File: config.mk
export PLATFORM = sky130hd
export DESIGN_NAME = phase_ctrl
export DESIGN_NICKNAME = d
export VERILOG_FILES = /design/src/rtl/phase_ctrl.sv
export SDC_FILE = /design/constraint.sdc
export NUM_CORES = 1
export LEC_CHECK = 0
export BUFFER_PORTS_ARGS = -buffer_cell sky130_fd_sc_hd__clkbuf_2
export CAP_MARGIN = 40
export CORE_MARGIN = 5
export CORE_UTILIZATION = 32
export DETAILED_ROUTE_END_ITERATION = 12
export PLACE_DENSITY_LB_ADDON = 0.3
export SLEW_MARGIN = 20
export SYNTH_ARGS = -nofsm -noshare
export SYNTH_HDL_FRONTEND = slang
export SYNTH_SLANG_ARGS = --single-unit
File: constraint.sdc
create_clock -name clk -period 3.85 [get_ports clk]
set_clock_uncertainty 0.05 [all_clocks]
set_input_delay 0.77 -clock clk [delete_from_list [all_inputs] [get_ports clk]]
set_output_delay 0.77 -clock clk [all_outputs]
set_load 0.02 [all_outputs]
File: src/rtl/phase_ctrl.sv
// phase_ctrl: job sequencer for item-memory generation, streaming and drain.
// Tracks input beats and guards RUN/DRAIN with an idle watchdog.
module phase_ctrl #(
    parameter int                ITEM_W  = 16,
    parameter int                TMO_W   = 16,
    parameter logic [TMO_W-1:0]  TIMEOUT = 16'd50000
) (
    input  logic              clk,
    input  logic              rst,
    input  logic              start,
    input  logic              abort,
    input  logic [ITEM_W-1:0] random_num,
    input  logic              get_v,
    input  logic              get_fin,
    input  logic              dst_valid,
    input  logic              dst_ready,
    input  logic              dst_last,
    output logic              gen,
    output logic              run,
    output logic [ITEM_W-1:0] item_a,
    output logic              busy,
    output logic              done,
    output logic              err,
    output logic [19:0]       beat_cnt,
    output logic [2:0]        state
);

    localparam logic [2:0] S_IDLE  = 3'd0;
    localparam logic [2:0] S_GEN   = 3'd1;
    localparam logic [2:0] S_RUN   = 3'd2;
    localparam logic [2:0] S_DRAIN = 3'd3;
    localparam logic [2:0] S_DONE  = 3'd4;

    localparam logic [TMO_W-1:0] WDOG_LAST = TIMEOUT - 1'b1;
    localparam logic [19:0]      BEAT_MAX  = 20'hFFFFF;

    logic [2:0]        state_q;
    logic [2:0]        state_d;
    logic [ITEM_W-1:0] count_q;
    logic [TMO_W-1:0]  wdog_q;

    logic dst_hs;
    logic active;
    logic traffic;
    logic wdog_hit;
    logic do_abort;
    logic accept;
    logic gen_last;
    logic set_err;
    logic count_beat;

    assign dst_hs     = dst_valid & dst_ready;
    assign active     = (state_q == S_RUN) || (state_q == S_DRAIN);
    assign traffic    = get_v | dst_hs;
    assign wdog_hit   = active && !traffic && (wdog_q == WDOG_LAST);
    assign do_abort   = abort && (state_q != S_IDLE);
    assign accept     = start && (state_q == S_IDLE);
    assign gen_last   = (item_a == count_q - 1'b1);
    assign count_beat = (state_q == S_RUN) && get_v && !do_abort
                        && (beat_cnt != BEAT_MAX);
    assign state      = state_q;

    // Next-state selection: abort beats watchdog beats normal flow.
    always_comb begin
        state_d = state_q;
        set_err = 1'b0;
        if (do_abort) begin
            state_d = S_IDLE;
            set_err = 1'b1;
        end else if (wdog_hit) begin
            state_d = S_IDLE;
            set_err = 1'b1;
        end else begin
            case (state_q)
                S_IDLE: begin
                    if (start) begin
                        state_d = (random_num != '0) ? S_GEN : S_RUN;
                    end
                end
                S_GEN: begin
                    if (gen_last) state_d = S_RUN;
                end
                S_RUN: begin
                    if (get_fin) state_d = S_DRAIN;
                end
                S_DRAIN: begin
                    if (dst_hs && dst_last) state_d = S_DONE;
                end
                S_DONE: state_d = S_IDLE;
                default: state_d = S_IDLE;
            endcase
        end
    end

    // State register and per-state enables decoded from the next state.
    always_ff @(posedge clk) begin
        if (rst) begin
            state_q <= S_IDLE;
            gen     <= 1'b0;
            run     <= 1'b0;
            busy    <= 1'b0;
            done    <= 1'b0;
        end else begin
            state_q <= state_d;
            gen     <= (state_d == S_GEN);
            run     <= (state_d == S_RUN) || (state_d == S_DRAIN);
            busy    <= (state_d != S_IDLE);
            done    <= (state_d == S_DONE);
        end
    end

    // Item-memory address walks 0..N-1 across GEN and parks at zero.
    always_ff @(posedge clk) begin
        if (rst) begin
            item_a  <= '0;
            count_q <= '0;
        end else begin
            if (accept) count_q <= random_num;
            if (state_q == S_GEN && state_d == S_GEN) begin
                item_a <= item_a + 1'b1;
            end else begin
                item_a <= '0;
            end
        end
    end

    // Sticky error flag, cleared only by an accepted start.
    always_ff @(posedge clk) begin
        if (rst) begin
            err <= 1'b0;
        end else if (accept) begin
            err <= 1'b0;
        end else if (set_err) begin
            err <= 1'b1;
        end
    end

    // Saturating input-beat counter, held after the job ends.
    always_ff @(posedge clk) begin
        if (rst) begin
            beat_cnt <= '0;
        end else if (accept) begin
            beat_cnt <= '0;
        end else if (count_beat) begin
            beat_cnt <= beat_cnt + 20'd1;
        end
    end

    // Watchdog counts idle RUN/DRAIN cycles; any traffic or state change resets it.
    always_ff @(posedge clk) begin
        if (rst) begin
            wdog_q <= '0;
        end else if (state_d != state_q || !active || traffic) begin
            wdog_q <= '0;
        end else begin
            wdog_q <= wdog_q + 1'b1;
        end
    end

endmodule

Yosys cells after proc, flatten, opt, wreduce, memory -nomap -nowiden
Cells that the tools add are included.
{"block": "classes", "n_eq_ne": 11, "add_sub_neg": 4, "mux": 10, "n_bitwise": 3, "n_reduce_logical": 23}
{"op": "16-bit by 1-bit adder with 16-bit output (second input constant)", "n": 2}
{"op": "20-bit by 1-bit adder with 20-bit output (second input constant)", "n": 1}
{"op": "20-bit != test (second input constant)", "n": 1}
{"op": "3-bit 2-to-1 mux", "n": 6}
{"op": "16-bit == test", "n": 1}
{"op": "16-bit == test (second input constant)", "n": 1}
{"op": "16-bit nonzero test", "n": 1}
{"op": "16-bit by 1-bit subtractor with 16-bit output (second input constant)", "n": 1}
{"op": "3-bit by 2-bit == test with 1-bit output (second input constant)", "n": 4}
{"op": "3-bit one-hot mux with 4 select lines", "n": 1}
{"op": "1-bit logical AND", "n": 9}
{"op": "3-bit by 1-bit == test with 1-bit output (second input constant)", "n": 2}
{"op": "3-bit nonzero test", "n": 2}
{"op": "2-bit OR reduction", "n": 3}
{"op": "1-bit logical OR", "n": 4}
{"op": "3-bit == test (second input constant)", "n": 1}
{"op": "1-bit zero test", "n": 3}
{"op": "3-bit zero test", "n": 1}
{"op": "3-bit != test", "n": 1}
{"op": "1-bit 2-to-1 mux", "n": 2}
{"op": "2-bit 2-to-1 mux", "n": 1}
{"op": "1-bit AND", "n": 1}
{"op": "1-bit NOT", "n": 1}
{"op": "1-bit OR", "n": 1}
{"block": "totals", "ff_bits": 76, "in_bits": 25, "wordCells": 61, "out_inout_bits": 44}

Longest topological paths before layout
Gate-level depths: netlist of the first run.
{"block": "depth", "depth_word": 11, "mapped_depth": 11, "depth_no_buf": 9}

Worst setup path before layout of the first run
No wires, ideal clock.
{"block": "synth_path", "path_type": "input to register", "start": "input random_num[1]", "end": "register wdog_q[15]", "n_path_buf": 1, "t_arrival_ns": 2.674, "required_ns": 3.653, "cell_stages": 8, "setup_slack_ns": 0.978, "path_cell_list": "or4_1 -> nor3_1 -> nand4_1 -> a22oi_1 -> nand2b_1 -> xnor2_1 -> clkbuf_1 -> nor4_1"}
{"block": "synth_between", "elab_chain_len": 10}
{"element": "start: declaration", "line": "12", "text": "input logic [ITEM_W-1:0] random_num,"}
{"element": "16-bit nonzero test", "line": "77", "text": "state_d = (random_num != '0) ? S_GEN : S_RUN;"}
{"element": "2-bit 2-to-1 mux", "line": "77"}
{"element": "3-bit 2-to-1 mux", "line": "76", "text": "if (start) begin"}
{"element": "3-bit one-hot mux with 4 select lines", "line": "74", "text": "case (state_q)"}
{"element": "3-bit 2-to-1 mux", "line": "70", "text": "end else if (wdog_hit) begin"}
{"element": "3-bit 2-to-1 mux", "line": "67", "text": "if (do_abort) begin"}
{"element": "3-bit != test", "line": "153", "text": "end else if (state_d != state_q || !active || traffic) begin"}
{"element": "1-bit logical OR (2 in series)", "line": "153"}
{"element": "2-bit OR reduction (no source line)"}
{"element": "end signal: assignment", "line": "156", "text": "wdog_q <= wdog_q + 1'b1;"}
{"element": "end: declaration", "line": "40", "text": "logic [TMO_W-1:0] wdog_q;"}
No other way between the ends.
A chain may end at the register's enable or synchronous reset.

Final worst setup path of the first run
{"block": "layout_path", "start": "register count_q[3]", "end": "register wdog_q[5]"}
{"block": "layout_between", "elab_chain_len": 10}
{"element": "start: declaration", "line": "39", "text": "logic [ITEM_W-1:0] count_q;"}
{"element": "start signal: assignment", "line": "118", "text": "if (accept) count_q <= random_num;"}
{"element": "16-bit by 1-bit subtractor with 16-bit output", "line": "58", "text": "assign gen_last = (item_a == count_q - 1'b1);"}
{"element": "16-bit == test", "line": "58"}
{"element": "3-bit 2-to-1 mux", "line": "81", "text": "if (gen_last) state_d = S_RUN;"}
{"element": "3-bit one-hot mux with 4 select lines", "line": "74"}
{"element": "3-bit 2-to-1 mux", "line": "70"}
{"element": "3-bit 2-to-1 mux", "line": "67"}
{"element": "3-bit != test", "line": "153"}
{"element": "1-bit logical OR (2 in series)", "line": "153"}
{"element": "2-bit OR reduction (no source line)"}
No other way between the ends.

==> flow_metrics.env, run 1 <==
export IMPL_status="finished, final reports clean"
export IMPL_die_w_um=120
export IMPL_syn_area_per_cell_um2=8.29
export IMPL_synth_net_count=492
export IMPL_reg2reg_from="count_q[3]"
export IMPL_startpoint="count_q[3]"
export IMPL_dieArea_um2=14300
export IMPL_insertion_delay_ps=330
export IMPL_ios=69
export IMPL_dp_hpwl_um=7110
export IMPL_initial_core_util_pct=32.2
export IMPL_async_flop_share_pct=0
export IMPL_cts_setup_buffers=0
export IMPL_max_stage_delay_ps=570
export IMPL_crit_type="flip-flop to flip-flop"
export IMPL_overflow=0
export IMPL_final_nets=557
export IMPL_ys_seq_elements=76
export IMPL_cts_hold_buf=0
export IMPL_grt_start_max_net_pins=22
export IMPL_postRouteWirelength_um=9330
export IMPL_hp_class="flip-flop to flip-flop"
export IMPL_cts_buffers=9
export IMPL_tightest_slew_ps=794
export IMPL_critical_path_max_fanout=16
export IMPL_synth_main_ff_cell="dfxtp_1"
export IMPL_cts_resized=0
export IMPL_finalCritPeriodShare_pct=75.7
export IMPL_hold_depth=2
export IMPL_yosysUniqueCellTypes=42
export IMPL_path_cells="or4_4 > nor4_4 > and4_1 > o2111ai_1 > or4_4 > o31a_1 > buf_6 > nor4_1"
export IMPL_synth_area_um2=3840
export IMPL_cts_root_buf="clkbuf_16"
export IMPL_worst_slack_ps=935
export IMPL_leakagePower_uw=0.00168
export IMPL_setup_tns_final_ps=0
export IMPL_cp_buffers_inverters=1
export IMPL_cp_data_required_time_ps=4040
export IMPL_min_from="err"
export IMPL_crit_slowest_cell="or4_4"
export IMPL_yosys_top_cells_count="dfxtp_1, nor2_1, nand2_1"
export IMPL_path_delay_family="simple AND/OR/NAND/NOR gates"
export IMPL_end_kind="flip-flop"
export IMPL_slew_viol_final=0
export IMPL_yosysTopAreaCell="dfxtp_1"
export IMPL_power_density_nw_per_um2=406
export IMPL_portBuffers=68
export IMPL_rows=40
export IMPL_drc_errors=0
export IMPL_syn_to_final_growth_pct=20.0
export IMPL_setup_viol=0
export IMPL_antenna_cells=0
export IMPL_startpoint_type="flip-flop"
export IMPL_num_fill_cells=1233
export IMPL_slew_headroom_pct=46.6
export IMPL_viasPerCell=5.02
export IMPL_yosysMostFrequentCell="dfxtp_1"
export IMPL_antenna_found_initial=0
export IMPL_drt_pass1_iter_count=5
export IMPL_die_y_um=120
export IMPL_ant_nets=0
export IMPL_maxCapViolCount=0
export IMPL_drive_above_1_share_pct=19.9
export IMPL_hold_violations=0
export IMPL_clock_fmax_mhz=343
export IMPL_multi_input_area_um2=2170
export IMPL_rsz0062_at_grt="false"
export IMPL_dr_first_iter_drc_count=187
export IMPL_cpMostUsedCell="or4_4"
export IMPL_irDropWorstVdd_uv=228
export IMPL_grt_pass1_wl_um=15800
export IMPL_yosysWarnings=0
export IMPL_rr_worst_depth=8
export IMPL_dp_slack_ps=767
export IMPL_synth_edf_count=0
export IMPL_cts_buffer_depth=2
export IMPL_ff_latch_area_um2=1520
export IMPL_holdPathEnd="err"
export IMPL_core_um2=11900
export IMPL_yosys_area_top_type_share_pct=39.6
export IMPL_num_vias=3411
export IMPL_gp_congestion=0.775
export IMPL_cts_htree_levels=3
export IMPL_yosysSeqAreaShare_pct=39.6
export IMPL_fin_crit_ps=2920
export IMPL_arrival_ps=3100
export IMPL_wire_per_inst_um=13.7
export IMPL_cts_sinks=76
export IMPL_first_global_vias=3262
export IMPL_synthCells=463
export IMPL_yosys_top_cells_area="dfxtp_1, xnor2_1, xor2_1"
export IMPL_grt_use_total_pct=13.5
export IMPL_rr_endpoint="wdog_q[5]"
export IMPL_cts_tree="done"
export IMPL_clk_pin_slew_ps=60
export IMPL_ff2ff_setup_slack_ps=930
[placed cells by master, fill, tap and decap left out, types with 2 or more instances in the layout]
| master | synthesis | routed |
|---|---|---|
| nand4_1 | 17 | 17 |
| nand2b_1 | 5 | 5 |
| clkbuf_16 | 0 | 9 |
| o31ai_1 | 2 | 2 |
| buf_6 | 3 | 2 |
| or4_1 | 2 | 2 |
| or2_2 | 2 | 2 |
| inv_1 | 14 | 14 |
| nor4b_1 | 3 | 3 |
| nand3_1 | 18 | 18 |
| or3b_2 | 3 | 3 |
| o21ai_0 | 9 | 9 |
| nor2_1 | 62 | 62 |
| xnor2_1 | 39 | 39 |
| or3_1 | 5 | 5 |
| xor2_1 | 27 | 27 |
| nor2b_1 | 3 | 3 |
| dfxtp_1 | 76 | 76 |
| and4_1 | 5 | 5 |
| clkbuf_2 | 1 | 68 |
| and3_1 | 8 | 8 |
| nor3_1 | 15 | 15 |
| nor4_2 | 7 | 7 |
| a31oi_1 | 3 | 3 |
| nor4_4 | 2 | 2 |
| nand2_1 | 57 | 57 |
| a22o_1 | 2 | 2 |
| nor4_1 | 16 | 16 |
| clkinvlp_4 | 0 | 3 |
| buf_4 | 0 | 4 |
| or4_4 | 2 | 2 |
| a211o_1 | 3 | 3 |
| a21oi_1 | 23 | 23 |
| ha_1 | 4 | 4 |
[per-stage QoR]
| stage | util [%] | hold WS, ps | cells | power [uW] | instance area, um2 |
|---|---|---|---|---|---|
| detailed placement | 36.1 | 424 | 662 | 1070 | 4290 |
| finish | 38.7 | 437 | 679 | 1870 | 4610 |
| floorplan | - | 398 | 463 | 1000 | 3840 |
| CTS | 38.5 | 438 | 677 | 1890 | 4590 |
| global placement | 36.1 | 413 | 662 | 1060 | 4290 |
| global route | 38.7 | 470 | 679 | 1950 | 4610 |
[report_power, final]
part / switching [uW] / internal, uW / leakage, uW
Sequential: 24.5 / 805 / 0.000615
Combinational: 132 / 87.6 / 0.000931
Clock: 323 / 498 / 0.000134
Total: 480 / 1390 / 0.00168
[per-layer routing]
| layer | global-route usage, % | vias up | wire length [um] |
|---|---|---|---|
| met5 | 0 | - | 0 |
| met4 | 3.79 | 0 | 92 |
| met3 | 3.63 | 7 | 622 |
| met2 | 23.4 | 84 | 4560 |
| met1 | 16.4 | 1589 | 4060 |
| li1 | - | 1731 | - |
[worst max path at each step]
stage,endpoint,slack (ps),depth (start not counted)
6_report,wdog_q[5],930,8
5_1_grt,wdog_q[6],700,8
4_1_cts,wdog_q[5],800,7
3_5_place_dp,wdog_q[15],770,8
3_3_place_gp,wdog_q[7],850,8
2_1_floorplan,wdog_q[15],980,8
[worst register-to-register path: stages, from the launching register on]
cell and delay (ps):
dfxtp_1 370, or4_4 570, nor4_4 290, and4_1 240, o2111ai_1 100, or4_4 460
o31a_1 300, buf_6 190, nor4_1 260
[area by class of cell]
class                      count  area share [%]
sequential                    76            33.0
timing repair buffer          74            8.53
tap                          147            3.99
clock inverter                 6            1.44
multi-input combinational    353            47.0
inverter                      14            1.14
clock buffer                   9            4.89
[registers in the layout, summed over array words and instances, names as in the netlist]
register / count
beat_cnt: 20
gen: 1
done: 1
busy: 1
wdog_q: 16
state: 3
item_a: 16
count_q: 16
err: 1
run: 1
[logic make-up after synthesis]
group                      after synthesis  share of synthesized area [%]
buffers and inverters                   34                           3.97
and+or+nand+nor                        235                           32.6
adders and majority gates                4                           1.30
AOI/OAI and AO/OA                       47                           7.23
muxes                                    1                          0.261
DFF                                     76                           39.6
xor gates and xnor gates                66                           15.1
No activity file was read; power rests on OpenSTA's default activity.
==> inputs of run 2 (changes only) <==
--- a/config.mk
+++ b/config.mk
@@ -5,6 +5,7 @@
 export SDC_FILE = /design/constraint.sdc
 export NUM_CORES = 1
 export LEC_CHECK = 0
+export ABC_AREA = 1
 export BUFFER_PORTS_ARGS = -buffer_cell sky130_fd_sc_hd__clkbuf_2
 export CAP_MARGIN = 40
 export CORE_MARGIN = 5
==> constraint.sdc (replaced) <==
create_clock -name clk -period 2.5 [get_ports clk]
set_clock_uncertainty 0.05 [all_clocks]
set_input_delay 0.5 -clock clk [delete_from_list [all_inputs] [get_ports clk]]
set_output_delay 0.5 -clock clk [all_outputs]
set_load 0.02 [all_outputs]
==> flow_metrics.env, run 2 <==
export IMPL_async_flop_share_pct=0
export IMPL_largest_reg_flops=20
export IMPL_cts_buffers=9
export IMPL_syn_area_per_cell_um2=7.17
export IMPL_core_um2=12600
export IMPL_ant_nets=0
export IMPL_worst_slack_ps=210
export IMPL_gp_congestion=0.848
export IMPL_rows=41
export IMPL_dp_slack_ps=-12.5
export IMPL_dp_hpwl_um=8310
export IMPL_wire_per_inst_um=12.9
export IMPL_swShare_pct=26.3
export IMPL_tightest_slew_ps=422
export IMPL_path_cells="inv_2 > ha_4 > inv_1 > nand2_1 > nand2_1 > nor2_1 > nand3_1 > nor2_2 > nand3_1 > nor2_2 > nand4_1 > nand2_2 > nand2_2 > nand2_4 > nand2_8 > nor3_1"
export IMPL_setup_viol=0
export IMPL_hp_class="input pin to flip-flop"
export IMPL_antenna_found_initial=0
export IMPL_yosysSeqAreaShare_pct=37.3
export IMPL_cts_sinks=76
export IMPL_setup_tns_final_ps=0
export IMPL_end_kind="flip-flop"
export IMPL_final_nets=679
export IMPL_power_density_nw_per_um2=590
export IMPL_cts_buffer_depth=2
export IMPL_slew_viol_final=0
export IMPL_hold_violations=0
export IMPL_synth_net_count=598
export IMPL_dieArea_um2=15100
export IMPL_antenna_cells=0
export IMPL_syn_to_final_growth_pct=24.5
export IMPL_startpoint_type="flip-flop"
export IMPL_yosys_top_cells_count="nand2_1, dfxtp_1, inv_1"
export IMPL_final_core_util_pct=40.4
export IMPL_cts_htree_levels=3
export IMPL_leakagePower_uw=0.00203
export IMPL_fin_crit_ps=2290
export IMPL_initial_core_util_pct=32.5
export IMPL_max_stage_delay_ps=350
export IMPL_finalCritPeriodShare_pct=91.6
export IMPL_drc_errors=0
export IMPL_grt_use_total_pct=14.7
export IMPL_drive_above_1_share_pct=25.8
export IMPL_synthCells=569
export IMPL_clk_pin_slew_ps=60
export IMPL_arrival_ps=2500
export IMPL_synth_main_ff_cell="dfxtp_1"
export IMPL_synth_edf_count=0
export IMPL_grt_start_max_net_pins=28
export IMPL_drt_pass1_iter_count=4
export IMPL_yosysWarnings=0
export IMPL_dpl_cell_area_um2=4650
export IMPL_yosysUniqueCellTypes=36
export IMPL_insertion_delay_ps=340
export IMPL_critical_path_max_fanout=8
export IMPL_crit_slowest_cell="dfxtp_2"
export IMPL_slew_headroom_pct=71.6
export IMPL_yosysMostFrequentCell="nand2_1"
export IMPL_die_y_um=123
export IMPL_cts_root_buf="clkbuf_16"
export IMPL_overflow=0
export IMPL_ios=69
export IMPL_synth_area_um2=4080
export IMPL_cp_data_required_time_ps=2710
export IMPL_yosys_area_top_type_share_pct=37.3
export IMPL_first_global_vias=3796
export IMPL_portBuffers=68
export IMPL_p_switching_uw=788
export IMPL_fin_area_um2=5080
export IMPL_top_register="beat_cnt"
export IMPL_viasPerCell=4.54
export IMPL_num_vias=3755
export IMPL_final_common_cell="nand2_1"
export IMPL_dr_first_iter_drc_count=171
export IMPL_crit_type="flip-flop to flip-flop"
export IMPL_finalPower_uw=3000
export IMPL_yosys_top_cells_area="dfxtp_1, nand2_1, inv_1"
export IMPL_mostFrequentLayoutCells="nand2_1, dfxtp_1, clkbuf_2, inv_1, nor2_1"
export IMPL_internal_power_uw=2210
export IMPL_ys_seq_elements=76
export IMPL_combPwrFrac_pct=13.0
export IMPL_grt_pass1_wl_um=17800
export IMPL_num_fill_cells=1281
export IMPL_pwr_share_seq_pct=42.6
export IMPL_clock_fmax_mhz=437
export IMPL_yosysTopAreaCell="dfxtp_1"
export IMPL_die_w_um=123
export IMPL_postRouteWirelength_um=10700
export IMPL_maxCapViolCount=0
export IMPL_cts_tree="done"
export IMPL_irDropWorstVdd_uv=249
export IMPL_status="finished, final reports clean"
export IMPL_p_clk_share_pct=44.4
==> run 2: cell types whose count changed in the layout (fill, tap and decap cells not counted), moves of 14 or more <==
cell	delta
inv_1	+52
nand2_1	+49
xnor2_1	-27
nor2_2	+23
nand3_1	+21
o21ai_0	+20
nor3_2	+14
==> run 2: critical path: cells and delay by family, from the launching register on <==
family / cells / cell delay (ps)
DFF: 1 / 350
and+or+nand+nor: 13 / 1420
buffers and inverters: 2 / 100
adders and majority gates: 1 / 260
==> run 2: per-stage QoR <==
step / hold slack [ps] / std cells
2_1_floorplan: 379 / 569
3_3_place_gp: 391 / 809
3_5_place_dp: 423 / 809
4_1_cts: 363 / 825
5_1_grt: 371 / 827
6_report: 365 / 827
==> run 2: layer usage <==
metal	global-route usage (%)	vias to the layer above	wire [um]	part of all wire, %
li1	-	1986	-	-
met1	17.6	1685	4670	44
met2	25.7	69	5390	50
met3	2.88	15	408	3.8
met4	6.37	0	218	2.0
met5	0	-	0	0
==> run 2: final timing paths <==
check	cells after the start	end	from	slack (ps)
setup / recovery	16	wdog_q[2]	count_q[0]	210
setup reg to reg	16	wdog_q[2]	count_q[0]	210
hold / removal	3	count_q[13]	random_num[13]	360
hold reg to reg	2	err	err	440
==> run 2: cells by family (layout without fill, tap and decap cells) <==
logic type | after synthesis | in the layout | share of synthesized area, %
xor gates and xnor gates | 38 | 38 | 8.49
and+or+nand+nor | 306 | 307 | 36.9
AOI/OAI and AO/OA | 63 | 63 | 7.97
DFF | 76 | 76 | 37.3
buffers and inverters | 82 | 167 | 8.12
adders and majority gates | 4 | 4 | 1.23
==> run 2: area by class of cell <==
class / count / area (um2) / share of cell area [%]
multi-input combinational: 412 / 2330 / 45.8
timing repair buffer: 76 / 424 / 8.35
tap: 172 / 215 / 4.24
clock buffer: 12 / 256 / 5.05
inverter: 75 / 283 / 5.57
sequential: 76 / 1530 / 30.0
clock inverter: 4 / 47.5 / 0.936
==> run 2: power by group through the flow <==
stage               Clock, uW  Sequential [uW]  Combinational [uW]
floorplan                   0             1300                 264
global placement            0             1300                 373
detailed placement          0             1300                 375
CTS                      1360             1280                 377
global route             1420             1280                 444
finish                   1330             1280                 389
==> run 2: repair_timing <==
item | in CTS | in global routing
hold buffers | 0 | 0
resized for setup | 0 | 24
setup buffers | 0 | 1
setup endpoints to repair | 0 | 32
==> inputs of run 3 (changes only) <==
==> constraint.sdc (replaced) <==
create_clock -name clk -period 2.9 [get_ports clk]
set_clock_uncertainty 0.05 [all_clocks]
set_input_delay 0.58 -clock clk [delete_from_list [all_inputs] [get_ports clk]]
set_output_delay 0.58 -clock clk [all_outputs]
set_load 0.02 [all_outputs]
==> flow_metrics.env, run 3 (synthesis results as in run 2) <==
export IMPL_power_density_nw_per_um2=566
export IMPL_irDropWorstVdd_uv=269
export IMPL_mostFrequentLayoutCells="nand2_1, dfxtp_1, clkbuf_2, inv_1, nor2_1"
export IMPL_insertion_delay_ps=340
export IMPL_wire_per_inst_um=12.8
export IMPL_final_nets=673
export IMPL_tightest_slew_ps=464
export IMPL_postRouteWirelength_um=10500
export IMPL_slew_viol_final=0
export IMPL_syn_to_final_growth_pct=22.1
export IMPL_grt_pass1_wl_um=17600
export IMPL_cts_htree_levels=3
export IMPL_met1_usage_pct=17.7
export IMPL_die_w_um=123
export IMPL_grtUsageMet2_pct=25.3
export IMPL_drt_pass1_iter_count=5
export IMPL_cpMostUsedCell="nand3_1"
export IMPL_largest_reg_flops=20
export IMPL_final_common_cell="nand2_1"
export IMPL_cts_buffer_depth=2
export IMPL_viasPerCell=4.63
export IMPL_antenna_cells=0
export IMPL_slew_headroom_pct=69.0
export IMPL_finalPower_uw=2820
export IMPL_die_y_um=123
export IMPL_grt_use_total_pct=14.7
export IMPL_ant_nets=0
export IMPL_gp_congestion=0.841
export IMPL_grt_start_max_net_pins=28
export IMPL_crit_slowest_cell="dfxtp_1"
export IMPL_portBuffers=68
export IMPL_cts_resized=0
export IMPL_top_register="beat_cnt"
export IMPL_dp_hpwl_um=8280
export IMPL_cts_root_buf="clkbuf_16"
export IMPL_setup_viol=0
export IMPL_first_global_vias=3692
export IMPL_fin_area_um2=4980
export IMPL_cts_tree="done"
export IMPL_finalCritPeriodShare_pct=87.4
export IMPL_antenna_found_initial=0
export IMPL_leakagePower_uw=0.00200
export IMPL_drive_above_1_share_pct=23.0
export IMPL_cts_sinks=76
export IMPL_crit_type="flip-flop to flip-flop"
export IMPL_max_stage_delay_ps=380
export IMPL_cts_hold_buf=0
export IMPL_status="finished, final reports clean"
export IMPL_cts_setup_buffers=0
export IMPL_dpl_cell_area_um2=4610
export IMPL_end_kind="flip-flop"
export IMPL_grt_busiest_layer="met2"
export IMPL_overflow=0
export IMPL_arrival_ps=2740
export IMPL_startpoint_type="flip-flop"
export IMPL_critical_path_max_fanout=16
export IMPL_clock_fmax_mhz=395
export IMPL_rsz0062_at_grt="false"
export IMPL_num_vias=3798
export IMPL_drc_errors=0
export IMPL_cp_data_required_time_ps=3100
export IMPL_clk_pin_slew_ps=60
export IMPL_setup_tns_final_ps=0
export IMPL_rows=41
export IMPL_ios=69
export IMPL_hold_violations=0
export IMPL_core_um2=12600
export IMPL_dr_first_iter_drc_count=178
export IMPL_hp_class="input pin to flip-flop"
export IMPL_fin_crit_ps=2530
export IMPL_grt_use_met3_pct=3.02
export IMPL_dieArea_um2=15100
export IMPL_maxCapViolCount=0
export IMPL_path_cells="inv_2 > ha_1 > inv_1 > nand2_1 > nand2_1 > nor2_1 > nand3_1 > nor2_1 > nand3_1 > nor2_1 > nand3_1 > nand2_1 > nand2_2 > nand3_1 > nand3_2 > nor3_1"
export IMPL_cts_buffers=9
export IMPL_initial_core_util_pct=32.5
run 3: through the flow:
stage	cells	hold WS (ps)	utilization [%]	worst slack, ps
final	821	434	39.7	367
after global routing	821	442	39.7	45.2
after CTS	821	423	39.7	373
after detailed placement	805	426	36.7	361
after global placement	805	396	36.7	469
after floorplan	569	379	-	802
run 3: power by group:
part           switching, uW  total (uW)  internal (uW)  leakage [uW]
combinational            207         319            112       0.00121
clock                    450        1400            951      0.000175
sequential              29.4        1100           1070      0.000617
run 3: final timing paths:
path,startpoint,to,slack (ps),cells past startpoint
setup / recovery,count_q[0],wdog_q[2],370,16
setup reg to reg,count_q[0],wdog_q[2],370,16
hold reg to reg,wdog_q[0],wdog_q[0],440,1
hold / removal,random_num[9],count_q[9],430,3
run 3: worst max-delay path, delay by kind of cell, from the launching register on:
kind	cells	cell delay [ps]
flops	1	380
simple gates	13	1610
buf+inv	2	130
fa+ha+maj	1	300
run 3: area by class of cell:
type / count / area [um2]
clock buffer: 10 / 239
clock inverter: 6 / 135
fill: 1325 / 7580
inverter: 75 / 283
multi-input combinational: 411 / 2230
sequential: 76 / 1520
tap: 172 / 215
timing repair buffer: 71 / 363
run 3: per-layer routing:
layer  vias up  routed length (um)
li1       1981                   -
met1      1743                4610
met2        65                5280
met3         9                 412
met4         0                 177
met5         -                   0
